==> config.mk <==
export PLATFORM = sky130hd
export DESIGN_NAME = arith_unit_seq
export DESIGN_NICKNAME = d
export VERILOG_FILES = /design/src/rtl/arith_unit_seq.sv
export SDC_FILE = /design/constraint.sdc
export NUM_CORES = 1
export LEC_CHECK = 0
export BUFFER_PORTS_ARGS = -buffer_cell sky130_fd_sc_hd__buf_2
export CAP_MARGIN = 5
export CORE_ASPECT_RATIO = 1.4
export CORE_MARGIN = 5
export CORE_UTILIZATION = 35
export DETAILED_ROUTE_END_ITERATION = 16
export HOLD_SLACK_MARGIN = 0.05
export PLACE_DENSITY = 0.54
export REMOVE_ABC_BUFFERS = 1
export SYNTH_ARGS = -nofsm -noshare
export SYNTH_HDL_FRONTEND = slang
export SYNTH_SLANG_ARGS = --single-unit
==> constraint.sdc <==
create_clock -name clk_i -period 3.9 [get_ports clk_i]
set_input_delay 0.195 -clock clk_i [delete_from_list [all_inputs] [get_ports clk_i]]
set_output_delay 0.195 -clock clk_i [all_outputs]
set_load 0.03 [all_outputs]
==> src/rtl/arith_unit_seq.sv <==
// rtl/arith_unit_seq.sv - sequential add/sub/mul/div/mod unit with valid/ready handshakes
module arith_unit_seq #(
  parameter int N = 16,
  localparam int CW = $clog2(N + 1)
) (
  input  logic         clk_i,
  input  logic         rst_i,
  input  logic         valid_i,
  output logic         ready_o,
  input  logic [N-1:0] a_i,
  input  logic [N-1:0] b_i,
  input  logic [2:0]   opcode_i,
  input  logic         signed_i,
  output logic         valid_o,
  input  logic         ready_i,
  output logic [N-1:0] result_o,
  output logic         overflow_o,
  output logic         cout_o,
  output logic         div_zero_o
);
  localparam logic [2:0] OP_ADD = 3'b000;
  localparam logic [2:0] OP_SUB = 3'b001;
  localparam logic [2:0] OP_DIV = 3'b010;
  localparam logic [2:0] OP_MUL = 3'b011;
  localparam logic [2:0] OP_MOD = 3'b100;
  localparam logic [N-1:0] MIN_VAL = {1'b1, {(N-1){1'b0}}};

  typedef enum logic [1:0] {IDLE, BUSY, DONE} state_t;
  state_t state_q, state_d;

  logic [N-1:0]   a_q, b_q, x_q;
  logic [2*N-1:0] acc_q, acc_next;
  logic [2:0]     op_q;
  logic           sgn_q, neg_res_q, a_neg_q, dz_q, min_neg_q;
  logic [CW-1:0]  cnt_q;
  logic [N-1:0]   result_q;
  logic           ovf_q, cout_q, dz_out_q;

  logic           accept, iter_op, finish;
  logic           a_neg_in, b_neg_in, is_divmod_in;
  logic [N-1:0]   mag_a_in, mag_b_in;

  logic [N:0]     mul_sum, rem_sh, div_diff;
  logic           div_ge;
  logic [N:0]     add_sum, sub_diff, mul_hi;
  logic [2*N-1:0] product;
  logic [N-1:0]   fin_result;
  logic           fin_ovf, fin_cout, fin_dz;

  assign accept       = valid_i && (state_q == IDLE);
  assign a_neg_in     = signed_i & a_i[N-1];
  assign b_neg_in     = signed_i & b_i[N-1];
  assign mag_a_in     = a_neg_in ? -a_i : a_i;
  assign mag_b_in     = b_neg_in ? -b_i : b_i;
  assign is_divmod_in = (opcode_i == OP_DIV) || (opcode_i == OP_MOD);

  assign iter_op = ((op_q == OP_MUL) || (op_q == OP_DIV) || (op_q == OP_MOD)) && !dz_q;
  assign finish  = !iter_op || (cnt_q == CW'(N));

  // acc holds {partial product, multiplier} for MUL and {remainder, quotient} for DIV/MOD
  always_comb begin
    mul_sum  = {1'b0, acc_q[2*N-1:N]} + (acc_q[0] ? {1'b0, x_q} : '0);
    rem_sh   = {acc_q[2*N-1:N], acc_q[N-1]};
    div_diff = rem_sh - {1'b0, x_q};
    div_ge   = ~div_diff[N];
    if (op_q == OP_MUL)
      acc_next = {mul_sum, acc_q[N-1:1]};
    else
      acc_next = {(div_ge ? div_diff[N-1:0] : rem_sh[N-1:0]), acc_q[N-2:0], div_ge};
  end

  always_comb begin
    add_sum    = {1'b0, a_q} + {1'b0, b_q};
    sub_diff   = {1'b0, a_q} - {1'b0, b_q};
    product    = neg_res_q ? -acc_q : acc_q;
    mul_hi     = product[2*N-1:N-1];
    fin_result = '0;
    fin_ovf    = 1'b0;
    fin_cout   = 1'b0;
    fin_dz     = 1'b0;
    case (op_q)
      OP_ADD: begin
        fin_result = add_sum[N-1:0];
        fin_cout   = add_sum[N];
        fin_ovf    = (a_q[N-1] == b_q[N-1]) && (add_sum[N-1] != a_q[N-1]);
      end
      OP_SUB: begin
        fin_result = sub_diff[N-1:0];
        fin_cout   = sub_diff[N];
        fin_ovf    = (a_q[N-1] != b_q[N-1]) && (sub_diff[N-1] != a_q[N-1]);
      end
      OP_MUL: begin
        fin_result = product[N-1:0];
        fin_ovf    = sgn_q ? !((&mul_hi) || !(|mul_hi)) : |product[2*N-1:N];
      end
      OP_DIV: begin
        if (dz_q) begin
          fin_result = '1;
          fin_dz     = 1'b1;
        end else begin
          fin_result = neg_res_q ? -acc_q[N-1:0] : acc_q[N-1:0];
          fin_ovf    = min_neg_q;
        end
      end
      OP_MOD: begin
        if (dz_q) begin
          fin_result = a_q;
          fin_dz     = 1'b1;
        end else begin
          fin_result = a_neg_q ? -acc_q[2*N-1:N] : acc_q[2*N-1:N];
          fin_ovf    = min_neg_q;
        end
      end
      default: ;
    endcase
  end

  always_comb begin
    state_d = state_q;
    case (state_q)
      IDLE:    if (valid_i) state_d = BUSY;
      BUSY:    if (finish) state_d = DONE;
      DONE:    if (ready_i) state_d = IDLE;
      default: state_d = IDLE;
    endcase
    ready_o = (state_q == IDLE);
    valid_o = (state_q == DONE);
  end

  assign result_o   = result_q;
  assign overflow_o = ovf_q;
  assign cout_o     = cout_q;
  assign div_zero_o = dz_out_q;

  always_ff @(posedge clk_i) begin
    if (rst_i) begin
      state_q   <= IDLE;
      a_q       <= '0;
      b_q       <= '0;
      x_q       <= '0;
      acc_q     <= '0;
      op_q      <= '0;
      sgn_q     <= 1'b0;
      neg_res_q <= 1'b0;
      a_neg_q   <= 1'b0;
      dz_q      <= 1'b0;
      min_neg_q <= 1'b0;
      cnt_q     <= '0;
      result_q  <= '0;
      ovf_q     <= 1'b0;
      cout_q    <= 1'b0;
      dz_out_q  <= 1'b0;
    end else begin
      state_q <= state_d;
      if (accept) begin
        a_q       <= a_i;
        b_q       <= b_i;
        op_q      <= opcode_i;
        sgn_q     <= signed_i;
        neg_res_q <= a_neg_in ^ b_neg_in;
        a_neg_q   <= a_neg_in;
        dz_q      <= is_divmod_in && (b_i == '0);
        min_neg_q <= signed_i && (a_i == MIN_VAL) && (b_i == '1);
        cnt_q     <= '0;
        x_q       <= (opcode_i == OP_MUL) ? mag_a_in : mag_b_in;
        acc_q     <= {{N{1'b0}}, ((opcode_i == OP_MUL) ? mag_b_in : mag_a_in)};
      end
      if (state_q == BUSY) begin
        if (finish) begin
          result_q <= fin_result;
          ovf_q    <= fin_ovf;
          cout_q   <= fin_cout;
          dz_out_q <= fin_dz;
        end else begin
          acc_q <= acc_next;
          cnt_q <= cnt_q + CW'(1);
        end
      end
    end
  end
endmodule

==> flow_summary_export.csv, run 1 <==
group,metric,value,unit
status,status,"completed",
global_route,grt_max_degree,59,
global_route,first_global_vias,10350,
final_layout,design_area,0.01180,sq mm
yosys,ys_async_sr_fraction,0,%
critical_path,arrival,3930,ps
sta,setup_viol,0,
yosys,yosysWarningCount,0,
critical_path,r2r_slack,290,ps
yosys,yosysTopAreaCell,"dfxtp_1",
detailed_routing,drt_iter0_markers,835,
detailed_routing,drc,0,
power,p_per_area,351.5,mW/mm^2
sta,slew_headroom,27.12,%
die,die_h,213.4,um
die,die_w,155.3,um
yosys,synth.most_common_cell,"nand2_1",
yosys,netlist_instances,1464,
die,ios,61,
critical_path,slowest_stage,"nor4_1",
sta,hold_viol,0,
critical_path,crit_buf_inv,0,
critical_path,critPathMaxFanout,8,
final_layout,n_fill_cell,3143,
detailed_routing,met3_length,1583,um
yosys,avgSynthCellArea,7.068,sq um
die,start_util,35.48,%
die,rows,74,
clocking,clockBufferDepth,2,
yosys,synth_top_area_share,22.06,%
critical_path,reg2reg_depth,9,
run,maxCapViolCount,0,
sta,worstMarginPinSlew,1089,ps
yosys,seq_area_frac_synth,22.06,%
final_layout,multi_input_area,0.007417,sq mm
clocking,cts-root-buf,"clkbuf_16",
worst_hold_path,holdPathEnd,"b_q[13]",
detailed_routing,top_layer,"met4",
detailed_routing,routed_wl,39530,um
global_route,grt_antenna_before_repair,0,
detailed_routing,vias_per_cell,5.819,
worst_hold_path,min_from,"b_i[13]",
sta,finalCriticalPeriod,3614,ps
yosys,synthTopCellsByArea,"dfxtp_1 (22%), ha_1 (8.6%), nand2_1 (7.8%)",
global_route,overflow,0,
detailed_routing,num_vias,11020,
final_layout,diodes,0,
critical_path,max_stage_delay,610,ps
clocking,worstSkewPairLatency,440,ps
critical_path,worstSetupStartpointType,"flop",
power,power_leakage,4.726,nW
sta,rsz0062_at_grt,"false",
clocking,cts_buffers,17,
die,dieArea,0.03315,sq mm
power,peakVddDrop,0.2626,mV
detailed_routing,drt_pass1_iterations,5,
global_route,grt_usage,23.10,%
critical_path,cp_top_family,"simple AND/OR/NAND/NOR gates",
clocking,htreeDepth,4,
final_layout,drive_gt1_share,10.31,%
die,core_area,0.02917,sq mm
sta,fin_tns_setup,0,ps
worst_hold_path,hold_depth,3,
sta,fin_worst_hold_slack,71.53,ps
global_route,grt_pass1_wl,59840,um
critical_path,crit_chain,"nor4_1 -> nand4_2 -> or3_1 -> o31ai_1 -> a32oi_1 -> or4_1 -> or4_1 -> nand4_1 -> nand4_1",
critical_path,rr_startpoint,"acc_q[2]",
yosys,synth_edf_count,0,
sta,period_share,92.66,%
critical_path,required,4220,ps
critical_path,critPathKind,"flop to flop",
detailed_routing,wl_met2,19770,um
critical_path,worstReg2RegEnd,"overflow_o",
detailed_routing,drtAntennaViolNets,0,
detailed_routing,met1_length,15780,um
final_layout,register_area,0.002282,sq mm
critical_path,cp-end-kind,"flop",
sta,fmax,0.2767,GHz
worst_hold_path,hp-class,"primary input to flop",
placement,io_buffers,60,
detailed_routing,avgRoutedWirePerCell,20.88,um
placement,placed_cell_area,0.01108,sq mm
clocking,tritoncts,"built",
final_layout,area_growth,14.06,%
clocking,clk_pin_slew,60,ps
yosys,syn-cell-area,0.01035,sq mm
yosys,synthDistinctLibCells,67,
yosys,ys_ff_latch,114,
yosys,synth_ff_type,"dfxtp_1",
sta,fin_skew,13.24,ps
sta,finalMaxSlewViolations,0,
clocking,cts.sinks,114,
placement,hpwl,30380,um
yosys,synth_common_cells,"nand2_1 (215), a21oi_1 (156), nor2_1 (140), dfxtp_1 (114), clkbuf_1 (86)",
final_layout,nNetsFinal,1616,
placement,gp_congestion,0.9341,
repair_timing:
action | 4_1_cts | 5_1_grt
endpoints found under the hold margin | 13 | 0
setup endpoints to repair | 1 | 4
resized for setup | 2 | 4
pin swaps | 1 | 1
setup buffers | 1 | 0
hold buffers | 13 | 0
final cells by class:
type	instances	share of cell area, %
Clock buffer	23	4.219
Clock inverter	8	0.6467
Inverter	76	2.417
Multi-Input combinational cell	1176	62.84
Sequential cell	114	19.34
Tap cell	380	4.028
Timing Repair Buffer	116	6.509
layer usage:
layer  GRT usage (%)  vias to the layer above
met1           26.64                     5265
met2           41.20                      345
met5               0                        -
met3           2.524                       87
li1                -                     5319
met4           13.65                        0
logic make-up (layout without fill, tap and decap cells):
group / after synthesis / count (layout) / share of synthesized area (%)
fa+ha+maj: 75 / 75 / 9.359
flops: 114 / 114 / 22.06
buf+inv: 174 / 223 / 6.493
xor+xnor: 100 / 100 / 8.464
mux: 20 / 20 / 1.995
compound gates: 465 / 465 / 29.20
simple gates: 516 / 516 / 22.43
placed cells by master (no fill, tap or decap), types with 23 or more instances in the layout:
cell type / synthesis / routed
inv_1: 74 / 74
dfxtp_1: 114 / 114
nand3_1: 28 / 28
ha_1: 71 / 71
xor2_1: 47 / 47
buf_2: 2 / 59
a21oi_1: 156 / 156
o31ai_1: 24 / 23
xnor2_1: 53 / 53
nand2_1: 215 / 214
a211oi_1: 37 / 37
buf_4: 0 / 43
o21ai_0: 73 / 72
nor2_1: 140 / 139
nor3_1: 33 / 33
state kept, by name, summed over array words and instances, names as in the netlist:
name	cells
state_q	2
neg_res_q	1
sgn_q	1
a_q	16
dz_q	1
x_q	16
div_zero_o	1
result_o	16
min_neg_q	1
overflow_o	1
a_neg_q	1
b_q	16
acc_q	32
cnt_q	5
cout_o	1
op_q	3
worst register-to-register path, stage by stage, from the launching register on:
cell	delay, ps
dfxtp_1	390
nor4_1	610
nand4_2	290
or3_1	520
o31ai_1	250
a32oi_1	100
or4_1	550
or4_1	540
nand4_1	150
nand4_1	100
how the worst max path moves through the flow:
stage | cells after the start | from | slack, ps | endpoint
after global routing | 9 | acc_q[2] | 10 | overflow_o
final | 9 | acc_q[2] | 290 | overflow_o
after detailed placement | 13 | acc_q[0] | -130 | acc_q[30]
after CTS | 13 | acc_q[0] | 30 | acc_q[30]
after floorplan | 8 | op_q[0] | 100 | acc_q[31]
after global placement | 13 | acc_q[0] | -50 | acc_q[30]
through the flow:
| step | util [%] | std cells | total power, mW | setup slack, ps |
|---|---|---|---|---|
| after global placement | 37.98 | 1848 | 2.588 | -45.95 |
| after global routing | 40.47 | 1893 | 4.321 | 12.27 |
| after detailed placement | 37.98 | 1848 | 2.590 | -133.3 |
| after floorplan | - | 1366 | 2.141 | 95.71 |
| after CTS | 40.45 | 1893 | 4.159 | 28.23 |
| final | 40.47 | 1893 | 4.148 | 286.1 |
report_power, final:
part	total, mW	internal, mW	switching [mW]
logic	1.26	0.456	0.806
registers	1.33	1.24	0.0924
clock network	1.56	0.954	0.602
Note: power is estimated with default switching activity, not from simulation.
==> run 2: changes to the inputs <==
Settings changed: BUFFER_PORTS_ARGS -buffer_cell sky130_fd_sc_hd__buf_2 to not set, DONT_BUFFER_PORTS set to 1, PLACE_DENSITY 0.54 to 0.52.
Clock period 3.9 ns to 4 ns, I/O delays scaled along.
==> run 2 against run 1 <==
  * Clock power up 13%
  * Non-clock buffer count down 42
  * Worst setup slack better by 57 ps
  * Fmax down 1.2%
  * Register-to-register slack better by 60 ps
  * Global-route usage up 1.3 points
  * Critical path depth up 1
  * Final area about the same
  * Via count down 0.72%
  * Combinational power down 7%
  * Critical path type unchanged
==> flow_summary_export.csv, run 2 (same netlist as run 1, synthesis figures left out) <==
group,metric,value,unit
worst_hold_path,hp-class,"primary input to flop",
placement,placed_cell_area,0.01071,sq mm
final_layout,nNetsFinal,1574,
detailed_routing,vias_per_cell,5.902,
critical_path,worstReg2RegEnd,"overflow_o",
critical_path,arrival,3970,ps
die,rows,74,
clocking,clockBufferDepth,2,
status,status,"completed",
power,power_switching_share,33.53,%
final_layout,n_fill_cell,3057,
placement,gp_congestion,0.9154,
critical_path,critPathMaxFanout,9,
placement,hpwl,30740,um
detailed_routing,drt_iter0_markers,797,
die,ios,61,
critical_path,reg2reg_depth,10,
sta,worstMarginPinSlew,1276,ps
critical_path,r2r_slack,340,ps
clocking,cts.sinks,114,
clocking,tritoncts,"built",
detailed_routing,drtAntennaViolNets,0,
global_route,first_global_vias,10810,
placement,placedCellCount,1781,
power,peakVddDrop,0.3114,mV
clocking,cts-root-buf,"clkbuf_16",
power,pwr-share-seq,31.0,%
worst_hold_path,holdPathEnd,"min_neg_q",
final_layout,area_growth,14.01,%
power,p_per_area,360.9,mW/mm^2
die,dieArea,0.03315,sq mm
clocking,worstSkewPairLatency,440,ps
worst_hold_path,hold_depth,4,
die,die_w,155.3,um
detailed_routing,avgRoutedWirePerCell,22.08,um
placement,place_ws,-68.85,ps
placement,io_buffers,0,
sta,hold_viol,0,
global_route,grt_pass1_wl,62960,um
worst_hold_path,min_from,"b_i[6]",
final_layout,drive_gt1_share,6.046,%
detailed_routing,drt_pass1_iterations,5,
sta,slew_headroom,14.64,%
power,power_leakage,4.589,nW
clocking,cts_buffers,17,
final_layout,final_cell_mix,"nand2_1 (214), a21oi_1 (156), nor2_1 (139)",
power,power_frac_comb,27.5,%
final_layout,fin_cells,1853,
critical_path,rr_startpoint,"acc_q[19]",
critical_path,critPathKind,"flop to flop",
sta,setup_viol,0,
final_layout,design_area,0.01180,sq mm
clocking,clk_pin_slew,50,ps
sta,fin_worst_hold_slack,69.46,ps
sta,finalCriticalPeriod,3657,ps
critical_path,startpoint,"acc_q[19]",
global_route,grt_antenna_before_repair,0,
power,switching_power,1.427,mW
global_route,overflow,0,
power,clkPwrFrac,41.5,%
final_layout,final_util,40.45,%
die,die_h,213.4,um
power,power.total,4.257,mW
run,maxCapViolCount,0,
sta,period_share,91.42,%
detailed_routing,num_vias,10940,
sta,fin_tns_setup,0,ps
sta,finalWorstSetupSlack,343.3,ps
die,start_util,35.48,%
sta,rsz0062_at_grt,"false",
global_route,grt_usage,24.43,%
final_layout,regMostFlops,"acc_q",
critical_path,worstSetupStartpointType,"flop",
critical_path,required,4320,ps
final_layout,final_common_cell,"nand2_1",
sta,finalMaxSlewViolations,0,
detailed_routing,drc,0,
power,p_int,2.830,mW
critical_path,cp-end-kind,"flop",
sta,fmax,0.2735,GHz
detailed_routing,routed_wl,40910,um
sta,fin_skew,10.96,ps
die,core_area,0.02917,sq mm
global_route,grt_max_degree,98,
clocking,htreeDepth,4,
final_layout,largest_reg_flops,32,
## run 2: final cells by class
| class | count | area (sq um) | area share [%] |
|---|---|---|---|
| Tap cell | 380 | 475.5 | 4.030 |
| Clock buffer | 24 | 501.7 | 4.253 |
| Clock inverter | 8 | 171.4 | 1.453 |
| Inverter | 76 | 285.3 | 2.418 |
| Multi-Input combinational cell | 1176 | 7411 | 62.82 |
| Antenna cell | 1 | 2.502 | 0.02121 |
| Timing Repair Buffer | 74 | 668.1 | 5.663 |
| Sequential cell | 114 | 2282 | 19.34 |
## run 2: worst max path at each step
stage,end,slack [ps],depth (start not counted)
after floorplan,acc_q[31],200,8
after global placement,acc_q[30],-50,13
after detailed placement,acc_q[30],-70,13
after CTS,acc_q[30],60,13
after global routing,acc_q[30],60,14
final,overflow_o,340,10
## run 2: power groups by stage
stage | Combinational, mW | Sequential, mW | Clock [mW]
floorplan | 0.773 | 1.32 | 0
global placement | 1.10 | 1.34 | 0
detailed placement | 1.10 | 1.34 | 0
CTS | 1.16 | 1.32 | 1.79
global route | 1.28 | 1.33 | 1.83
finish | 1.17 | 1.32 | 1.77
## run 2: routing by layer
layer	part of all wire [%]	track usage, %	vias up
li1	-	-	5244
met2	50	43.00	402
met1	38	27.68	5181
met4	7.1	16.28	0
met3	4.8	3.049	110
met5	0	0	-
## run 2: critical path: stages (launching register included)
cell	delay, ps
dfxtp_1	370
buf_4	200
nor3_1	360
nand3_1	370
or3_1	550
o31ai_1	260
a32oi_1	100
or4_1	530
or4_1	520
nand4_1	170
nand4_1	100
## run 2: what timing repair did
item / 4_1_cts / 5_1_grt
setup endpoints to repair: 1 / 1
pin swaps: 0 / 1
setup buffers: 0 / 1
endpoints found under the hold margin: 96 / 0
resized for setup: 1 / 3
hold buffers: 38 / 0
